[src/rtl/timer_pkg.sv]
// rtl/timer_pkg.sv - shared timer register offsets, TCR bit layout and APB FSM encoding
package timer_pkg;

    localparam logic [11:0] TCR_OFF  = 12'h000;
    localparam logic [11:0] TDR0_OFF = 12'h004;
    localparam logic [11:0] TDR1_OFF = 12'h008;

    localparam int TCR_TEN_BIT = 0;
    localparam int TCR_DEN_BIT = 1;
    localparam int TCR_DIV_LSB = 8;
    localparam int TCR_DIV_W   = 4;

    typedef enum logic [1:0] {
        S_IDLE = 2'd0,
        S_WAIT = 2'd1,
        S_DONE = 2'd2
    } apb_state_t;

endpackage

[src/rtl/timer_snap_reg.sv]
// rtl/timer_snap_reg.sv - 64-bit counter snapshot with capture/consume/invalidate valid flag
module timer_snap_reg (
    input  logic        clk,
    input  logic        rst,
    input  logic        capture,
    input  logic        consume,
    input  logic        invalidate,
    input  logic [63:0] count,
    output logic [63:0] snap,
    output logic        snap_vld
);

    // snap is loaded even when a same-cycle invalidate kills the valid flag
    always_ff @(posedge clk or posedge rst) begin
        if (rst) begin
            snap     <= '0;
            snap_vld <= 1'b0;
        end else begin
            if (capture) begin
                snap <= count;
            end
            if (invalidate) begin
                snap_vld <= 1'b0;
            end else if (capture) begin
                snap_vld <= 1'b1;
            end else if (consume) begin
                snap_vld <= 1'b0;
            end
        end
    end

endmodule

[src/rtl/timer_rd_snap.sv]
// rtl/timer_rd_snap.sv - APB read side of the 64-bit timer with coherent TDR0/TDR1 reads
module timer_rd_snap
    import timer_pkg::*;
#(
    parameter int                ADDR_W    = 12,
    parameter logic [ADDR_W-1:0] TCR_ADDR  = ADDR_W'(TCR_OFF),
    parameter logic [ADDR_W-1:0] TDR0_ADDR = ADDR_W'(TDR0_OFF),
    parameter logic [ADDR_W-1:0] TDR1_ADDR = ADDR_W'(TDR1_OFF)
) (
    input  logic              clk,
    input  logic              rst,
    input  logic              psel,
    input  logic              penable,
    input  logic              pwrite,
    input  logic [ADDR_W-1:0] paddr,
    input  logic [63:0]       count,
    input  logic              timer_en,
    input  logic              div_en,
    input  logic [3:0]        div_val,
    input  logic              wr_DR0,
    input  logic              wr_DR1,
    output logic [31:0]       prdata,
    output logic              pready,
    output logic              pslverr
);

    apb_state_t  state_q;
    apb_state_t  state_d;
    logic        sample;
    logic        is_tcr;
    logic        is_dr0;
    logic        is_dr1;
    logic        addr_ok;
    logic        err_q;
    logic [31:0] tcr_word;
    logic [31:0] rd_mux;
    logic [63:0] snap;
    logic        snap_vld;

    always_ff @(posedge clk or posedge rst) begin
        if (rst) begin
            state_q <= S_IDLE;
        end else begin
            state_q <= state_d;
        end
    end

    // sample marks the WAIT->DONE edge, where read data and the snapshot are taken
    always_comb begin
        state_d = state_q;
        sample  = 1'b0;
        unique case (state_q)
            S_IDLE: begin
                if (psel && !penable) begin
                    state_d = S_WAIT;
                end
            end
            S_WAIT: begin
                if (!psel) begin
                    state_d = S_IDLE;
                end else if (penable) begin
                    state_d = S_DONE;
                    sample  = 1'b1;
                end
            end
            S_DONE:  state_d = S_IDLE;
            default: state_d = S_IDLE;
        endcase
    end

    assign is_tcr  = (paddr == TCR_ADDR);
    assign is_dr0  = (paddr == TDR0_ADDR);
    assign is_dr1  = (paddr == TDR1_ADDR);
    assign addr_ok = (paddr[1:0] == 2'b00) && (is_tcr || is_dr0 || is_dr1);

    always_comb begin
        tcr_word = '0;
        tcr_word[TCR_TEN_BIT] = timer_en;
        tcr_word[TCR_DEN_BIT] = div_en;
        tcr_word[TCR_DIV_LSB +: TCR_DIV_W] = div_val;
    end

    always_comb begin
        rd_mux = '0;
        if (is_tcr) begin
            rd_mux = tcr_word;
        end else if (is_dr0) begin
            rd_mux = count[31:0];
        end else if (snap_vld) begin
            rd_mux = snap[63:32];
        end else begin
            rd_mux = count[63:32];
        end
    end

    timer_snap_reg u_snap (
        .clk        (clk),
        .rst        (rst),
        .capture    (sample && !pwrite && addr_ok && is_dr0),
        .consume    (sample && !pwrite && addr_ok && is_dr1 && snap_vld),
        .invalidate (wr_DR0 || wr_DR1),
        .count      (count),
        .snap       (snap),
        .snap_vld   (snap_vld)
    );

    // valid writes leave prdata holding the last read value
    always_ff @(posedge clk or posedge rst) begin
        if (rst) begin
            prdata <= '0;
            err_q  <= 1'b0;
        end else if (sample) begin
            if (!addr_ok) begin
                prdata <= '0;
                err_q  <= 1'b1;
            end else begin
                err_q <= 1'b0;
                if (!pwrite) begin
                    prdata <= rd_mux;
                end
            end
        end
    end

    assign pready  = (state_q == S_DONE);
    assign pslverr = pready && err_q;

endmodule

[config.mk]
export PLATFORM = sky130hd
export DESIGN_NAME = timer_rd_snap
export DESIGN_NICKNAME = d
export VERILOG_FILES = /design/src/rtl/timer_pkg.sv /design/src/rtl/timer_snap_reg.sv /design/src/rtl/timer_rd_snap.sv
export SDC_FILE = /design/constraint.sdc
export NUM_CORES = 1
export LEC_CHECK = 0
export ABC_AREA = 1
export CAP_MARGIN = 20
export CORE_ASPECT_RATIO = 0.9
export CORE_UTILIZATION = 50
export CTS_BUF_LIST = sky130_fd_sc_hd__clkbuf_16
export CTS_CLUSTER_DIAMETER = 40
export CTS_CLUSTER_SIZE = 24
export DETAILED_ROUTE_END_ITERATION = 12
export GPL_ROUTABILITY_DRIVEN = 0
export PLACE_DENSITY = 0.87
export SYNTH_ARGS = -nofsm -noshare
export SYNTH_HDL_FRONTEND = slang
export SYNTH_SLANG_ARGS = --single-unit
export TNS_END_PERCENT = 30
[constraint.sdc]
create_clock -name clk -period 4.3 [get_ports clk]
set_input_delay 0.86 -clock clk [delete_from_list [all_inputs] [get_ports clk]]
set_output_delay 0.86 -clock clk [all_outputs]
set_load 0.01 [all_outputs]
==> results.sh, run 1 <==
export IMPL_cts_max_path_buffers=2
export IMPL_dp_slack_ns=1.037
export IMPL_p_per_area_nw_per_um2=290.0
export IMPL_run_status="complete, no violations"
export IMPL_htreeDepth=3
export IMPL_drtIter0Drc=204
export IMPL_syn_area_per_cell_um2=7.229
export IMPL_die_h_um=82.90
export IMPL_clk_pin_slew_worst_paths_ns=0.05
export IMPL_synth_edff_count=0
export IMPL_worstPathCellList="clkdlybuf4s50_1 -> inv_1 -> nand2_1 -> nor2_2 -> nand2_2 -> nor2_1 -> nor2_1 -> nand2_1 -> nand3_1"
export IMPL_wl_um=9742
export IMPL_min_period_ns=3.007
export IMPL_crit_slowest_cell="nor2_2"
export IMPL_rsz0062_at_grt="no"
export IMPL_grt_pass1_vias=3456
export IMPL_num_rows=29
export IMPL_fp_dieW_um=91.89
export IMPL_post_dp_hpwl_um=6634
export IMPL_globalRoute_totalOverflow=0
export IMPL_fmax_ghz=0.3326
export IMPL_area_growth_pct=40.95
export IMPL_power_net_switching_uw=318.6
export IMPL_layout_common_cells="nand2_1, clkdlybuf4s50_1, dfrtp_1"
export IMPL_yosysWarnings=0
export IMPL_portBuffers=122
export IMPL_slew_viol_final=0
export IMPL_maxCapViolCount=0
export IMPL_p_comb_share_pct=10.3
export IMPL_final_common_cell="nand2_1"
export IMPL_multi_input_area_um2=1588
export IMPL_hold_viol_final=0
export IMPL_arrival_ns=3.22
export IMPL_p_sw_share_pct=21.44
export IMPL_timing_setup_tns_ns=0
export IMPL_route_detailed_drc=0
export IMPL_layout_setup_ws_ns=1.293
export IMPL_first_pass_iters=5
export IMPL_crit_path_start_kind="input pin"
export IMPL_core_area_um2=7039
export IMPL_cts_resized_gates=0
export IMPL_clock_latency_ns=0.33
export IMPL_min_period_over_period_pct=69.93
export IMPL_vias=3680
export IMPL_ys_ff_latch=68
export IMPL_path_delay_family="simple AND/OR/NAND/NOR gates"
export IMPL_synth_top_cell_area_share_pct=46.80
export IMPL_synth_fp_nets=592
export IMPL_grt_pass1_wl_um=16320
export IMPL_clock_sinks=68
export IMPL_grt_max_degree=66
export IMPL_async_flop_share_pct=100.0
export IMPL_antenna_found_initial=0
export IMPL_synth_flop_cell="dfrtp_1"
export IMPL_regArea_um2=1703
export IMPL_max_slew_worst_pin_slew_ns=0.9397
export IMPL_clockRootBuffer="clkbuf_16"
export IMPL_grt_usage_pct=27.06
export IMPL_critPathMaxFanout=33
export IMPL_floorplan_initialDensity_pct=51.65
export IMPL_slew_headroom_pct=37.35
export IMPL_vdd_drop_max_mv=0.2141
export IMPL_worstPathRequired_ns=4.51
export IMPL_vias_per_cell=5.176
export IMPL_critPathBufInv=2
export IMPL_detail_route_antenna_nets=0
export IMPL_worstSetupEndpointType="flip-flop"
export IMPL_critPathKind="input pin to flip-flop"
export IMPL_hold_buffers=0
export IMPL_hp_class="flip-flop to flip-flop"
export IMPL_leakage_nw=2.555
export IMPL_ys_types=24
export IMPL_syn_area_um2=3636
export IMPL_postCtsSetupBuffers=0
export IMPL_clkPwrFrac_pct=46.4
export IMPL_wl_per_cell_um=13.70
export IMPL_synth_area_leaders="dfrtp_1, nand2_1, o21ai_0, inv_1, nand3_1"
export IMPL_fin_skew_ns=0.003768
export IMPL_max_stage_delay_ns=0.63
export IMPL_nFillCells=540
export IMPL_nNetsFinal=702
export IMPL_cts_buffers_inserted=9
export IMPL_diodes=0
export IMPL_setup_violations=0
export IMPL_yosys_area_top_type="dfrtp_1"
export IMPL_cts_tree="yes"
export IMPL_io_pins=123
export IMPL_power_frac_seq_pct=43.3
export IMPL_fp_dieArea_um2=7618
export IMPL_syn_instance_count=503
export IMPL_ys_seq_area_share_pct=46.80
export IMPL_intPower_mw=1.167
export IMPL_drive_above_1_share_pct=5.016
power by group through the flow:
stage	combinational, mW	clock [mW]	sequential (mW)
2_1_floorplan	0.0526	0	0.655
3_5_place_dp	0.149	0	0.655
4_1_cts	0.151	0.693	0.644
5_1_grt	0.168	0.730	0.644
3_3_place_gp	0.147	0	0.655
6_report	0.152	0.689	0.644
cell families after synthesis:
group / after synthesis / synth area share [%]
AND/OR/NAND/NOR: 290 / 33.10
buffers and inverters: 72 / 9.532
flip-flops: 68 / 46.80
AO/OA/AOI/OAI: 73 / 10.56
Yosys cell counts (2+ instances only):
| library cell | instances |
|---|---|
| nand2_1 | 223 |
| dfrtp_1 | 68 |
| inv_1 | 43 |
| o21ai_0 | 39 |
| nand3_1 | 32 |
| o21ai_1 | 24 |
| nor2_1 | 19 |
| buf_2 | 10 |
| buf_6 | 7 |
| clkbuf_1 | 7 |
| a21oi_1 | 6 |
| nor2_2 | 4 |
| buf_4 | 3 |
| nand2_2 | 3 |
| nand4_1 | 3 |
| o211ai_1 | 3 |
| buf_1 | 2 |
sequential cells by signal, indices dropped and copies added (netlist names):
signal and flops:
err_q 1, state_q 2, u_snap.snap_vld 1, u_snap.snap 32, prdata 32
per-layer routing:
| metal | track usage (%) | vias to the layer above | wire length, um |
|---|---|---|---|
| li1 | - | 1793 | - |
| met1 | 34.36 | 1708 | 4025 |
| met2 | 45.25 | 150 | 4840 |
| met3 | 5.861 | 29 | 593 |
| met4 | 10.23 | 0 | 282 |
| met5 | 0 | - | 0 |
cell type report:
class,instances,share of cell area [%]
Multi-Input combinational cell,363,30.98
Timing Repair Buffer,128,24.95
Clock inverter,7,1.025
Inverter,43,3.149
Tap cell,93,2.271
Sequential cell,68,33.23
Clock buffer,9,4.395
worst min-delay path, delay by kind of cell, from the launching register on:
kind | cells | cell delay, ns
DFF | 1 | 0.34
and+or+nand+nor | 2 | 0.09
path summary, 6_finish.rpt:
check                                       startpoint                     endpoint  slack (ns)  depth (start not counted)
setup / recovery                              paddr[3]       prdata[10]$_DFFE_PP0P_        1.29                          9
hold / removal                  prdata[18]$_DFFE_PP0P_       prdata[18]$_DFFE_PP0P_        0.47                          2
setup reg to reg           u_snap.snap_vld$_DFFE_PP0P_       prdata[10]$_DFFE_PP0P_        2.52                          5
hold reg to reg                 prdata[18]$_DFFE_PP0P_       prdata[18]$_DFFE_PP0P_        0.47                          2
max in group asynchronous                          rst  u_snap.snap[46]$_DFFE_PP0P_        2.67                          4
min in group asynchronous                          rst       state_q[0]$_DFFE_PP0P_        0.80                          2
stage by stage:
step	hold WS, ns	power (mW)	std cells	instance area (um^2)	utilization [%]
global placement	0.4542	0.8024	694	4827	68.57
global route	0.4935	1.541	711	5125	72.80
detailed placement	0.4595	0.8046	694	4827	68.57
floorplan	0.4529	0.7077	503	3636	-
CTS	0.4728	1.488	710	5105	72.52
finish	0.4696	1.486	711	5125	72.80
Note: power is estimated with default switching activity, not from simulation.
==> run 2: changes to the inputs <==
- CORE_UTILIZATION: 50 -> 42
- PLACE_DENSITY: 0.87 -> 0.78
- clock period: 4.3 -> 2.65 ns (I/O delays scaled with it)
==> results.sh, run 2 (same netlist as run 1, synthesis figures left out) <==
export IMPL_run_status="complete, no violations"
export IMPL_cts_resized_gates=0
export IMPL_power_frac_seq_pct=39.4
export IMPL_p_sw_share_pct=20.57
export IMPL_vias_per_cell=4.719
export IMPL_critPathMaxFanout=36
export IMPL_power_net_switching_uw=545.2
export IMPL_p_per_area_nw_per_um2=501.8
export IMPL_hold_slack_ns=0.4698
export IMPL_crit_path_start_kind="input pin"
export IMPL_antenna_found_initial=0
export IMPL_critPathKind="input pin to flip-flop"
export IMPL_vdd_drop_max_mv=0.3933
export IMPL_grt_usage_pct=22.25
export IMPL_worstPathRequired_ns=2.86
export IMPL_layout_common_cells="nand2_1, clkdlybuf4s50_1, dfrtp_1"
export IMPL_rsz0062_at_grt="no"
export IMPL_clockRootBuffer="clkbuf_16"
export IMPL_final_common_cell="nand2_1"
export IMPL_diodes=0
export IMPL_clock_sinks=68
export IMPL_first_pass_iters=5
export IMPL_dpl_cell_count=722
export IMPL_slew_viol_final=0
export IMPL_wl_um=9423
export IMPL_drive_above_1_share_pct=6.731
export IMPL_fp_dieArea_um2=9034
export IMPL_largest_registers="prdata: 32 flops, u_snap.snap: 32 flops, state_q: 2 flops"
export IMPL_fp_dieW_um=100.1
export IMPL_area_growth_pct=45.25
export IMPL_cts_tree="yes"
export IMPL_floorplan_initialDensity_pct=44.22
export IMPL_fin_skew_ns=0.005856
export IMPL_hold_buffers=0
export IMPL_grt_pass1_vias=3446
export IMPL_route_detailed_drc=0
export IMPL_min_period_ns=2.232
export IMPL_globalRoute_totalOverflow=0
export IMPL_nNetsFinal=708
export IMPL_utilization_pct=64.23
export IMPL_min_period_over_period_pct=84.23
export IMPL_portBuffers=122
export IMPL_detail_route_antenna_nets=0
export IMPL_clock_latency_ns=0.33
export IMPL_hold_viol_final=0
export IMPL_maxCapViolCount=0
export IMPL_worstSetupEndpointType="flip-flop"
export IMPL_clkPwrFrac_pct=51.2
export IMPL_setup_violations=0
export IMPL_cts_max_path_buffers=2
export IMPL_p_comb_share_pct=9.3
export IMPL_slew_headroom_pct=36.96
export IMPL_fmax_ghz=0.4480
export IMPL_stdcell_count=739
export IMPL_clk_pin_slew_worst_paths_ns=0.06
export IMPL_htreeDepth=3
export IMPL_num_rows=31
export IMPL_hp_class="flip-flop to flip-flop"
export IMPL_die_h_um=90.27
export IMPL_wl_per_cell_um=12.75
export IMPL_intPower_mw=2.105
export IMPL_drtIter0Drc=225
export IMPL_io_pins=123
export IMPL_cts_buffers_inserted=9
export IMPL_max_slew_worst_pin_slew_ns=0.9456
export IMPL_arrival_ns=2.45
export IMPL_postCtsSetupBuffers=0
export IMPL_vias=3487
export IMPL_grt_pass1_wl_um=15970
export IMPL_core_area_um2=8223
export IMPL_leakage_nw=2.611
export IMPL_post_dp_hpwl_um=6508
export IMPL_grt_max_degree=69
-- run 2: layout make-up --
class	instances	area, um^2
timing repair buffer	134	1344
inverter	43	161.4
clock buffer	9	225.2
multi-input combinational	363	1588
sequential	68	1703
fill	751	2942
clock inverter	7	116.4
tap	115	143.9
-- run 2: path summary, 6_finish.rpt --
path	startpoint	end	slack, ns	cells after the start
max	paddr[7]	prdata[24]$_DFFE_PP0P_	0.42	11
min	prdata[23]$_DFFE_PP0P_	prdata[23]$_DFFE_PP0P_	0.47	2
max reg2reg	state_q[1]$_DFFE_PP0P_	prdata[8]$_DFFE_PP0P_	0.82	8
min reg2reg	prdata[23]$_DFFE_PP0P_	prdata[23]$_DFFE_PP0P_	0.47	2
max in group asynchronous	rst	u_snap.snap_vld$_DFFE_PP0P_	1.72	3
min in group asynchronous	rst	state_q[0]$_DFFE_PP0P_	0.58	3
-- run 2: power by group through the flow --
stage	Clock, mW	Combinational [mW]	Sequential, mW
after floorplan	0	0.0854	1.06
after global placement	0	0.245	1.06
after detailed placement	0	0.247	1.06
after CTS	1.38	0.250	1.04
after global routing	1.43	0.274	1.04
final	1.36	0.248	1.04
-- run 2: layer usage --
metal / wire length (um) / global-route usage, %
met5: 0 / 0
met4: 171 / 6.159
met3: 662 / 5.882
met2: 4487 / 36.49
met1: 4102 / 28.98
-- run 2: critical path, cell delays in order --
cell and delay [ns]:
clkdlybuf4s50_1 0.40, nor2_1 0.15, nand2_1 0.15, nor2_8 0.12, buf_4 0.37, nand2_2 0.19
buf_4 0.24, nor2_1 0.10, nor2_1 0.05, nand3_1 0.07, nand2_1 0.06
-- run 2: through the flow --
| step | TNS [ns] | total power, mW | setup slack (ns) | cell area (um^2) |
|---|---|---|---|---|
| floorplan | 0 | 1.148 | 0.4085 | 3636 |
| global placement | 0 | 1.308 | 0.01499 | 4925 |
| detailed placement | -0.2423 | 1.310 | -0.03951 | 4925 |
| CTS | 0 | 2.674 | 0.3059 | 5266 |
| global route | 0 | 2.752 | 0.2050 | 5281 |
| finish | 0 | 2.650 | 0.4180 | 5281 |
